### src/rtl/tv80_io_master_pkg.sv
// rtl/tv80_io_master_pkg.sv - shared encodings and constants for the TV80 I/O bus initiator
package tv80_io_master_pkg;

    typedef enum logic [2:0] {
        ST_IDLE = 3'd0,
        ST_T1   = 3'd1,
        ST_T2   = 3'd2,
        ST_TW   = 3'd3,
        ST_T3   = 3'd4
    } io_state_e;

    localparam int         AUTO_CNT_W    = 3;
    localparam int         STALL_CNT_W   = 8;
    localparam logic [7:0] TIMEOUT_RDATA = 8'hFF;
    localparam logic       STROBE_OFF    = 1'b1;

    // The bus strobes are low only while the cycle sits in T2 or a wait state.
    function automatic logic strobe_phase(input io_state_e s);
        return (s == ST_T2) || (s == ST_TW);
    endfunction

endpackage

### src/rtl/tv80_io_wait_timer.sv
// rtl/tv80_io_wait_timer.sv - auto wait-state down-counter and wait_n timeout up-counter
module tv80_io_wait_timer
    import tv80_io_master_pkg::*;
#(
    parameter int WAIT_STATES = 1,
    parameter int TIMEOUT     = 255
) (
    input  logic clk,
    input  logic reset_n,
    input  logic start,
    input  logic run,
    input  logic stall,
    output logic auto_done,
    output logic timed_out
);

    localparam logic [AUTO_CNT_W-1:0]  WS_LOAD  = AUTO_CNT_W'(WAIT_STATES);
    localparam logic [STALL_CNT_W-1:0] TO_LIMIT = STALL_CNT_W'(TIMEOUT);

    logic [AUTO_CNT_W-1:0]  auto_cnt;
    logic [STALL_CNT_W-1:0] stall_cnt;

    // auto_cnt holds the automatic wait cycles still owed; it starts ticking in T2,
    // so WAIT_STATES = 0 is already done when T2 is reached.
    always_ff @(posedge clk or negedge reset_n) begin
        if (!reset_n) begin
            auto_cnt  <= '0;
            stall_cnt <= '0;
        end else if (start) begin
            auto_cnt  <= WS_LOAD;
            stall_cnt <= '0;
        end else begin
            if (run && (auto_cnt != '0)) begin
                auto_cnt <= auto_cnt - 1'b1;
            end
            if (stall && (stall_cnt != '1)) begin
                stall_cnt <= stall_cnt + 1'b1;
            end
        end
    end

    assign auto_done = (auto_cnt == '0);
    assign timed_out = (TO_LIMIT != '0) && (stall_cnt == TO_LIMIT);

endmodule

### src/rtl/tv80_io_master.sv
// rtl/tv80_io_master.sv - single-beat IN/OUT request initiator driving the Z80 I/O port cycle
module tv80_io_master
    import tv80_io_master_pkg::*;
#(
    parameter int WAIT_STATES = 1,
    parameter int TIMEOUT     = 255
) (
    input  logic       clk,
    input  logic       reset_n,
    input  logic       req_valid,
    output logic       req_ready,
    input  logic       req_write,
    input  logic [7:0] req_addr,
    input  logic [7:0] req_wdata,
    output logic       rsp_valid,
    output logic [7:0] rsp_rdata,
    output logic       rsp_err,
    output logic       iorq_n,
    output logic       rd_n,
    output logic       wr_n,
    output logic [7:0] addr,
    output logic [7:0] DO,
    input  logic [7:0] DI,
    input  logic       wait_n
);

    io_state_e state;
    io_state_e state_nxt;

    logic wr_q;
    logic accept;
    logic in_strobe;
    logic next_strobe;
    logic stall;
    logic auto_done;
    logic timed_out;
    logic done_ok;
    logic done_abort;

    assign req_ready   = (state == ST_IDLE) || (state == ST_T3);
    assign accept      = req_valid && req_ready;
    assign in_strobe   = strobe_phase(state);
    assign next_strobe = strobe_phase(state_nxt);
    assign stall       = in_strobe && auto_done && !wait_n;

    tv80_io_wait_timer #(
        .WAIT_STATES (WAIT_STATES),
        .TIMEOUT     (TIMEOUT)
    ) u_wait_timer (
        .clk       (clk),
        .reset_n   (reset_n),
        .start     (accept),
        .run       (in_strobe),
        .stall     (stall),
        .auto_done (auto_done),
        .timed_out (timed_out)
    );

    always_comb begin
        state_nxt  = state;
        done_ok    = 1'b0;
        done_abort = 1'b0;
        case (state)
            ST_IDLE: begin
                if (accept) begin
                    state_nxt = ST_T1;
                end
            end
            ST_T1: begin
                state_nxt = ST_T2;
            end
            ST_T2, ST_TW: begin
                // A responder releasing wait_n on the same cycle the limit is hit still completes normally.
                if (auto_done && wait_n) begin
                    state_nxt = ST_T3;
                    done_ok   = 1'b1;
                end else if (timed_out) begin
                    state_nxt  = ST_T3;
                    done_abort = 1'b1;
                end else begin
                    state_nxt = ST_TW;
                end
            end
            ST_T3: begin
                state_nxt = accept ? ST_T1 : ST_IDLE;
            end
            default: begin
                state_nxt = ST_IDLE;
            end
        endcase
    end

    always_ff @(posedge clk or negedge reset_n) begin
        if (!reset_n) begin
            state     <= ST_IDLE;
            wr_q      <= 1'b0;
            addr      <= '0;
            DO        <= '0;
            iorq_n    <= STROBE_OFF;
            rd_n      <= STROBE_OFF;
            wr_n      <= STROBE_OFF;
            rsp_valid <= 1'b0;
            rsp_rdata <= '0;
            rsp_err   <= 1'b0;
        end else begin
            state <= state_nxt;
            if (accept) begin
                wr_q <= req_write;
                addr <= req_addr;
                DO   <= req_wdata;
            end
            // Strobes follow the next state so they change on the edge that enters T2 or T3.
            iorq_n    <= next_strobe ? ~STROBE_OFF : STROBE_OFF;
            rd_n      <= (next_strobe && !wr_q) ? ~STROBE_OFF : STROBE_OFF;
            wr_n      <= (next_strobe && wr_q) ? ~STROBE_OFF : STROBE_OFF;
            rsp_valid <= done_ok || done_abort;
            if (done_abort) begin
                rsp_err   <= 1'b1;
                rsp_rdata <= TIMEOUT_RDATA;
            end else if (done_ok) begin
                rsp_err <= 1'b0;
                if (!wr_q) begin
                    rsp_rdata <= DI;
                end
            end
        end
    end

endmodule
### config.mk
export PLATFORM = sky130hd
export DESIGN_NAME = tv80_io_master
export DESIGN_NICKNAME = d
export VERILOG_FILES = /design/src/rtl/tv80_io_master_pkg.sv /design/src/rtl/tv80_io_wait_timer.sv /design/src/rtl/tv80_io_master.sv
export SDC_FILE = /design/constraint.sdc
export NUM_CORES = 1
export LEC_CHECK = 0
export CAP_MARGIN = 40
export CORE_MARGIN = 3
export CORE_UTILIZATION = 49
export CTS_BUF_LIST = sky130_fd_sc_hd__clkbuf_16
export DETAILED_ROUTE_END_ITERATION = 8
export PLACE_DENSITY = 0.88
export SYNTH_ARGS = -nofsm -noshare
export SYNTH_HDL_FRONTEND = slang
export SYNTH_SLANG_ARGS = --single-unit
### constraint.sdc
create_clock -name clk -period 3.7 [get_ports clk]
set_input_delay 0.37 -clock clk [delete_from_list [all_inputs] [get_ports clk]]
set_output_delay 0.37 -clock clk [all_outputs]
set_load 0.02 [all_outputs]
==> results of run 1 <==
[sequential cells by signal (all words and copies together) (netlist names)]
name	count
DO	8
addr	8
rsp_rdata	8
u_wait_timer.stall_cnt	8
state	3
u_wait_timer.auto_cnt	3
iorq_n	1
rd_n	1
rsp_err	1
rsp_valid	1
wr_n	1
wr_q	1
[worst paths after layout]
| kind | slack [ns] | from | endpoint |
|---|---|---|---|
| max | 1.78 | state[1]$_DFF_PN0_ | req_ready |
| min | 0.47 | u_wait_timer.auto_cnt[0]$_DFFE_PN0P_ | u_wait_timer.auto_cnt[0]$_DFFE_PN0P_ |
| max reg2reg | 1.81 | u_wait_timer.auto_cnt[0]$_DFFE_PN0P_ | rsp_rdata[4]$_DFFE_PN0P_ |
| min reg2reg | 0.47 | u_wait_timer.auto_cnt[0]$_DFFE_PN0P_ | u_wait_timer.auto_cnt[0]$_DFFE_PN0P_ |
| max in group asynchronous | 2.68 | reset_n | iorq_n$_DFF_PN1_ |
| min in group asynchronous | 0.50 | reset_n | rsp_rdata[7]$_DFFE_PN0P_ |
[cells in the final DEF, fill, tap and decap left out, types with 2 or more instances in the layout]
| cell | synthesis | layout |
|---|---|---|
| nand2_1 | 60 | 60 |
| clkdlybuf4s50_1 | 0 | 57 |
| dfrtp_1 | 41 | 41 |
| o22a_1 | 9 | 9 |
| inv_1 | 6 | 7 |
| nor2_1 | 7 | 7 |
| a21oi_1 | 6 | 6 |
| nand3_1 | 5 | 5 |
| clkbuf_16 | 0 | 5 |
| nand2b_1 | 3 | 3 |
| mux2i_1 | 3 | 3 |
| ha_1 | 3 | 3 |
| dfstp_2 | 3 | 3 |
| and2_1 | 2 | 2 |
| o21ai_0 | 2 | 2 |
| nand4_1 | 2 | 2 |
| or4_1 | 2 | 2 |
| o2bb2ai_1 | 2 | 2 |
| nor3_1 | 2 | 2 |
| xnor2_1 | 2 | 2 |
[report_power, final]
part           internal, mW  switching, mW  leakage, nW  total [mW]
Combinational         0.421          0.459        0.567       0.880
Sequential            0.680          0.110        0.545       0.790
Clock                 0.314          0.163       0.0850       0.477
Total                  1.41          0.733         1.20        2.15
[kinds of logic after synthesis]
group,count (synthesis),synth area share
compound gates,27,0.1164
xor+xnor,2,0.009417
fa+ha+maj,3,0.02018
buf+inv,13,0.02892
flops,44,0.5938
mux,3,0.01614
simple gates,88,0.2152
[cell type report]
class,count,area (sq um)
Fill cell,246,838.3
Inverter,6,22.52
Clock buffer,5,125.1
Clock inverter,3,38.79
Sequential cell,44,1105
Tap cell,46,57.56
Timing Repair Buffer,60,605.6
Multi-Input combinational cell,123,701.9
[critical path: stages (launching register included)]
cell and delay [ns]:
dfrtp_1 0.44, nor2_1 0.19, clkdlybuf4s50_1 0.63
[layer usage]
metal	wire, um	global-route usage
met5	0	0
met4	16	0.04557
met2	1770	0.3062
met1	1706	0.2130
met3	375	0.09318
[stage by stage]
| step | utilization | hold slack, ns |
|---|---|---|
| floorplan | - | 0.07441 |
| global placement | 0.7046 | 0.4574 |
| detailed placement | 0.7103 | 0.2691 |
| CTS | 0.7601 | 0.4765 |
| global route | 0.7601 | 0.4990 |
| finish | 0.7601 | 0.4748 |
==> summary.md, run 1 <==
| Metric | Value |
|---|---|
| Outcome | completed |
| Achievable frequency | 520.7 MHz |
| Ys flop type | dfrtp_1 |
| DIE WIDTH | 67.62 um |
| Initial DRC count | 106 |
| Leading area contributor after synthesis | dfrtp_1 |
| Post-synth top area share | 0.5514 |
| Average wire per cell in the routed design | 13.48 um |
| Setup ws final | 1.780 ns |
| Die H | 67.62 um |
| Reg2Reg Depth | 7 |
| Crit path max fanout | 5 |
| Fin. max-slew vios | 0 |
| Area growth syn-to-layout | 42.77% |
| Flip-flop and latch count after synthesis | 44 |
| Global route overflow | 0 |
| Total power | 2.147 mW |
| H-tree levels | 2 |
| Ant diodes | 0 |
| Gate Count Post-Synth | 180 |
| WS Path Type | flip-flop to output pin |
| Final GP Congestion | 0.8175 |
| Worst Setup Start Kind | flip-flop |
| Max-cap violations | 0 |
| Hold buffer count at CTS | 1 |
| Synth cell types | 33 |
| FP Rows | 21 |
| Total number of vias | 1474 |
| Fin crit share | 0.5190 |
| WP data arrival | 1.55 ns |
| # placed instances | 278 |
| Post-Syn Area per Cell | 10.34 sq um |
| Sink Count | 44 |
| Slew HR | 0.4267 |
| Post-DR vias/cell | 5.136 |
| Synth area leaders | dfrtp_1, nand2_1, dfstp_2 |
| HPWL after detailed placement | 2697 um |
| Mapped Area | 1861 sq um |
| Vias in the first global route | 1467 |
| Sequential fraction of the synthesis area | 0.5938 |
| Layout cells sized above 1 | 0.07054 |
| Final Setup Violations | 0 |
| DRT Wirelength | 3868 um |
| P per Cell Area | 808.3 nW/um^2 |
| Hold Path Stages | 1 |
| # IOs | 59 |
| Largest net degree at the start of global routing | 34 |
| Number of antenna violations at the first check in global routing | 0 |
| Port Buffers | 58 |
| Nets@finish | 272 |
| First-pass GRT wire length | 6285 um |
| Asr flop ratio synth | 1.000 |
| Place WS | 1.687 ns |
| RSZ-0062 raised after global routing | false |
| Drt first pass iters | 4 |
| Fin cells | 287 |
| CTS tree | yes |
| Final Hold Viols | 0 |
| Root buffer cell | clkbuf_16 |
| Worst Path Required | 3.33 ns |
| Maximum VDD drop | 420.3 uV |
| Fin crit period | 1.920 ns |
| Residual DRC count | 0 |
| Initial core utilization | 0.5324 |
| Clock transition at the registers of the reported paths | 0.06 ns |
| Post-synth EDFFs | 0 |
| Most frequent cell after synthesis | nand2_1 |
| Leakage power | 1.197 nW |
| Commonest cells post-synth | nand2_1, dfrtp_1, o22a_1, nor2_1 |
| Setup TNS | 0 ns |
| Post-CTS Setup Inserts | 0 |
| Worst Skew | 0.004406 ns |
| Syn nets | 212 |
| Global Route Usage Sum | 0.1852 |
| Clock buffer depth | 2 |
| Core area | 3495 sq um |
| Hold/Removal Path Class | flip-flop to flip-flop |
| Placement Cell Area | 2482 sq um |
| Post-CTS Resized | 0 |
| Ys Warns | 0 |
| Setup crit end kind | output pin |
| Routed Antenna Nets | 0 |
| Clk_lat worst skew | 0.28 ns |
| Die footprint | 4572 sq um |
| Final non-filler cell area | 2656 sq um |
| CTS buffer count | 5 |
| Slew @ Worst Pin | 0.8599 ns |
Power figures use the tool's default switching activity.
==> run 2, diff against run 1 <==
CORE_UTILIZATION = 41   (was 49)
PLACE_DENSITY = 0.79   (was 0.88)
clock period = 1.6 ns   (was 3.7 ns; I/O delays follow)
==> summary.md, run 2 (synthesis results as in run 1) <==
| Metric | Value |
|---|---|
| Slew @ Worst Pin | 0.4390 ns |
| Nets@finish | 290 |
| Setup ws final | -0.1076 ns |
| Global Route Usage Sum | 0.1769 |
| Die H | 73.37 um |
| P per Cell Area | 1818 nW/um^2 |
| WS Path Type | flip-flop to flip-flop |
| Clock buffer depth | 2 |
| Worst reg2reg endpoint | u_wait_timer.stall_cnt[7]$_DFFE_PN0P_ |
| Slew HR | 0.7073 |
| Dominant cell type by count on the critical path | ha_4 |
| Sink Count | 44 |
| Worst R2R Start | u_wait_timer.auto_cnt[0]$_DFFE_PN0P_ |
| Fin. max-slew vios | 0 |
| Outcome | complete, but fails checks |
| Area growth syn-to-layout | 54.27% |
| Final GP Congestion | 0.8578 |
| Initial core utilization | 0.4459 |
| Max-cap violations | 0 |
| Ant diodes | 0 |
| Reg2Reg Depth | 8 |
| CP Cell Sequence | inv_2 -> ha_4 -> ha_4 -> nand4bb_4 -> o21bai_4 -> buf_4 -> o31ai_1 -> a21oi_2 |
| Setup crit end kind | flip-flop |
| Routed Antenna Nets | 0 |
| Vias in the first global route | 1580 |
| Maximum VDD drop | 947.3 uV |
| First-pass GRT wire length | 7279 um |
| Worst Skew | 0.005367 ns |
| Post-DR vias/cell | 5.049 |
| Worst Path Required | 1.76 ns |
| # fillers | 319 |
| Commonest non-fill, non-tap cell in the layout | nand2_1 |
| Worst stage delay on the critical path | 0.40 ns |
| Setup TNS | -0.6232 ns |
| Drt first pass iters | 4 |
| Root buffer cell | clkbuf_16 |
| # placed instances | 295 |
| HPWL after detailed placement | 2999 um |
| Hold/Removal Path Class | input pin to asynchronous set/reset pin |
| Number of antenna violations at the first check in global routing | 0 |
| Port Buffers | 58 |
| CP top delay family | compound AO/OA/AOI/OAI gates |
| Die footprint | 5382 sq um |
| Crit path max fanout | 4 |
| FF-to-FF setup slack | -0.11 ns |
| Bufs and invs on worst path | 2 |
| Residual DRC count | 0 |
| Final Hold Viols | 0 |
| Commonest cells after routing, fill and taps aside | nand2_1, clkdlybuf4s50_1, dfrtp_1 |
| Largest net degree at the start of global routing | 27 |
| Critical Path Slowest Stage Cell | dfrtp_1 |
| Initial DRC count | 124 |
| WP data arrival | 1.87 ns |
| Fin crit share | 1.067 |
| RSZ-0062 raised after global routing | true |
| Final Setup Violations | 12 |
| Core area | 4173 sq um |
| Average wire per cell in the routed design | 14.38 um |
| DRT Wirelength | 4444 um |
| FP Rows | 23 |
| Clk_lat worst skew | 0.28 ns |
| Total number of vias | 1560 |
| DIE WIDTH | 73.37 um |
| Leakage power | 1.311 nW |
| Worst Setup Start Kind | flip-flop |
| Fin crit period | 1.708 ns |
| CTS tree | yes |
| Global route overflow | 0 |
| Failing checks | setup timing |
| CTS buffer count | 5 |
| Fin cells | 309 |
| Clock transition at the registers of the reported paths | 0.06 ns |
| Achievable frequency | 585.6 MHz |
| # IOs | 59 |
| H-tree levels | 2 |
| Layout cells sized above 1 | 0.1931 |
==> run 2: cell types whose count changed in the layout (fill, tap and decap cells not counted), sizes merged <==
cell,before,now
bufinv,1,0
inv,7,8
clkdlybuf4s50,57,56
dlygate4sd2,0,1
buf,2,20
==> run 2: how the worst max path moves through the flow <==
stage / startpoint / end / slack, ns / cells after the start
after floorplan: u_wait_timer.auto_cnt[0]$_DFFE_PN0P_ / u_wait_timer.stall_cnt[7]$_DFFE_PN0P_ / -0.06 / 7
after global placement: u_wait_timer.auto_cnt[1]$_DFFE_PN0P_ / u_wait_timer.stall_cnt[7]$_DFFE_PN0P_ / -0.07 / 7
after detailed placement: u_wait_timer.auto_cnt[1]$_DFFE_PN0P_ / u_wait_timer.stall_cnt[7]$_DFFE_PN0P_ / -0.13 / 7
after CTS: u_wait_timer.auto_cnt[0]$_DFFE_PN0P_ / u_wait_timer.stall_cnt[7]$_DFFE_PN0P_ / -0.18 / 7
after global routing: u_wait_timer.auto_cnt[0]$_DFFE_PN0P_ / u_wait_timer.stall_cnt[7]$_DFFE_PN0P_ / -0.19 / 8
final: u_wait_timer.auto_cnt[0]$_DFFE_PN0P_ / u_wait_timer.stall_cnt[7]$_DFFE_PN0P_ / -0.11 / 8
==> run 2: timing repair <==
| item | 4_1_cts | 5_1_grt |
|---|---|---|
| endpoints found under the setup margin | 14 | 18 |
| hold endpoints to repair | 15 | 0 |
| buffers inserted | 1 | 4 |
| pin swaps | 1 | 12 |
| gates resized for setup | 4 | 18 |
| hold buffers | 1 | 0 |
==> run 2: power breakdown <==
part / leakage (nW) / switching [mW] / internal, mW
sequential: 0.545 / 0.265 / 1.57
clock: 0.0762 / 0.387 / 0.563
combinational: 0.690 / 1.20 / 1.23
==> run 2: final cells by class <==
| type | instances | area, sq um | share of cell area |
|---|---|---|---|
| Sequential cell | 44 | 1105 | 0.3849 |
| Multi-Input combinational cell | 123 | 792.0 | 0.2759 |
| Timing Repair Buffer | 78 | 750.7 | 0.2616 |
| Clock buffer | 5 | 125.1 | 0.04359 |
| Tap cell | 50 | 62.56 | 0.02180 |
| Inverter | 6 | 22.52 | 0.007847 |
| Clock inverter | 3 | 12.51 | 0.004359 |
==> run 2: routing by layer <==
layer,wire length (um),vias to the layer above,global-route usage
met1,1919,743,0.2138
met2,2145,55,0.2989
met5,0,-,0
met4,50,0,0.05231
li1,-,757,-
met3,328,5,0.06019
==> run 2: through the flow <==
step	power, mW	setup WS, ns	hold WS [ns]	instance area (sq um)	util
finish	5.219	-0.1076	0.3530	2870	0.6879
global route	5.562	-0.1913	0.3929	2870	0.6879
CTS	5.112	-0.1761	0.3658	2766	0.6630
detailed placement	4.109	-0.1272	0.1266	2600	0.6231
global placement	4.022	-0.06991	0.1244	2600	0.6231
floorplan	2.996	-0.05518	-0.1356	1876	-
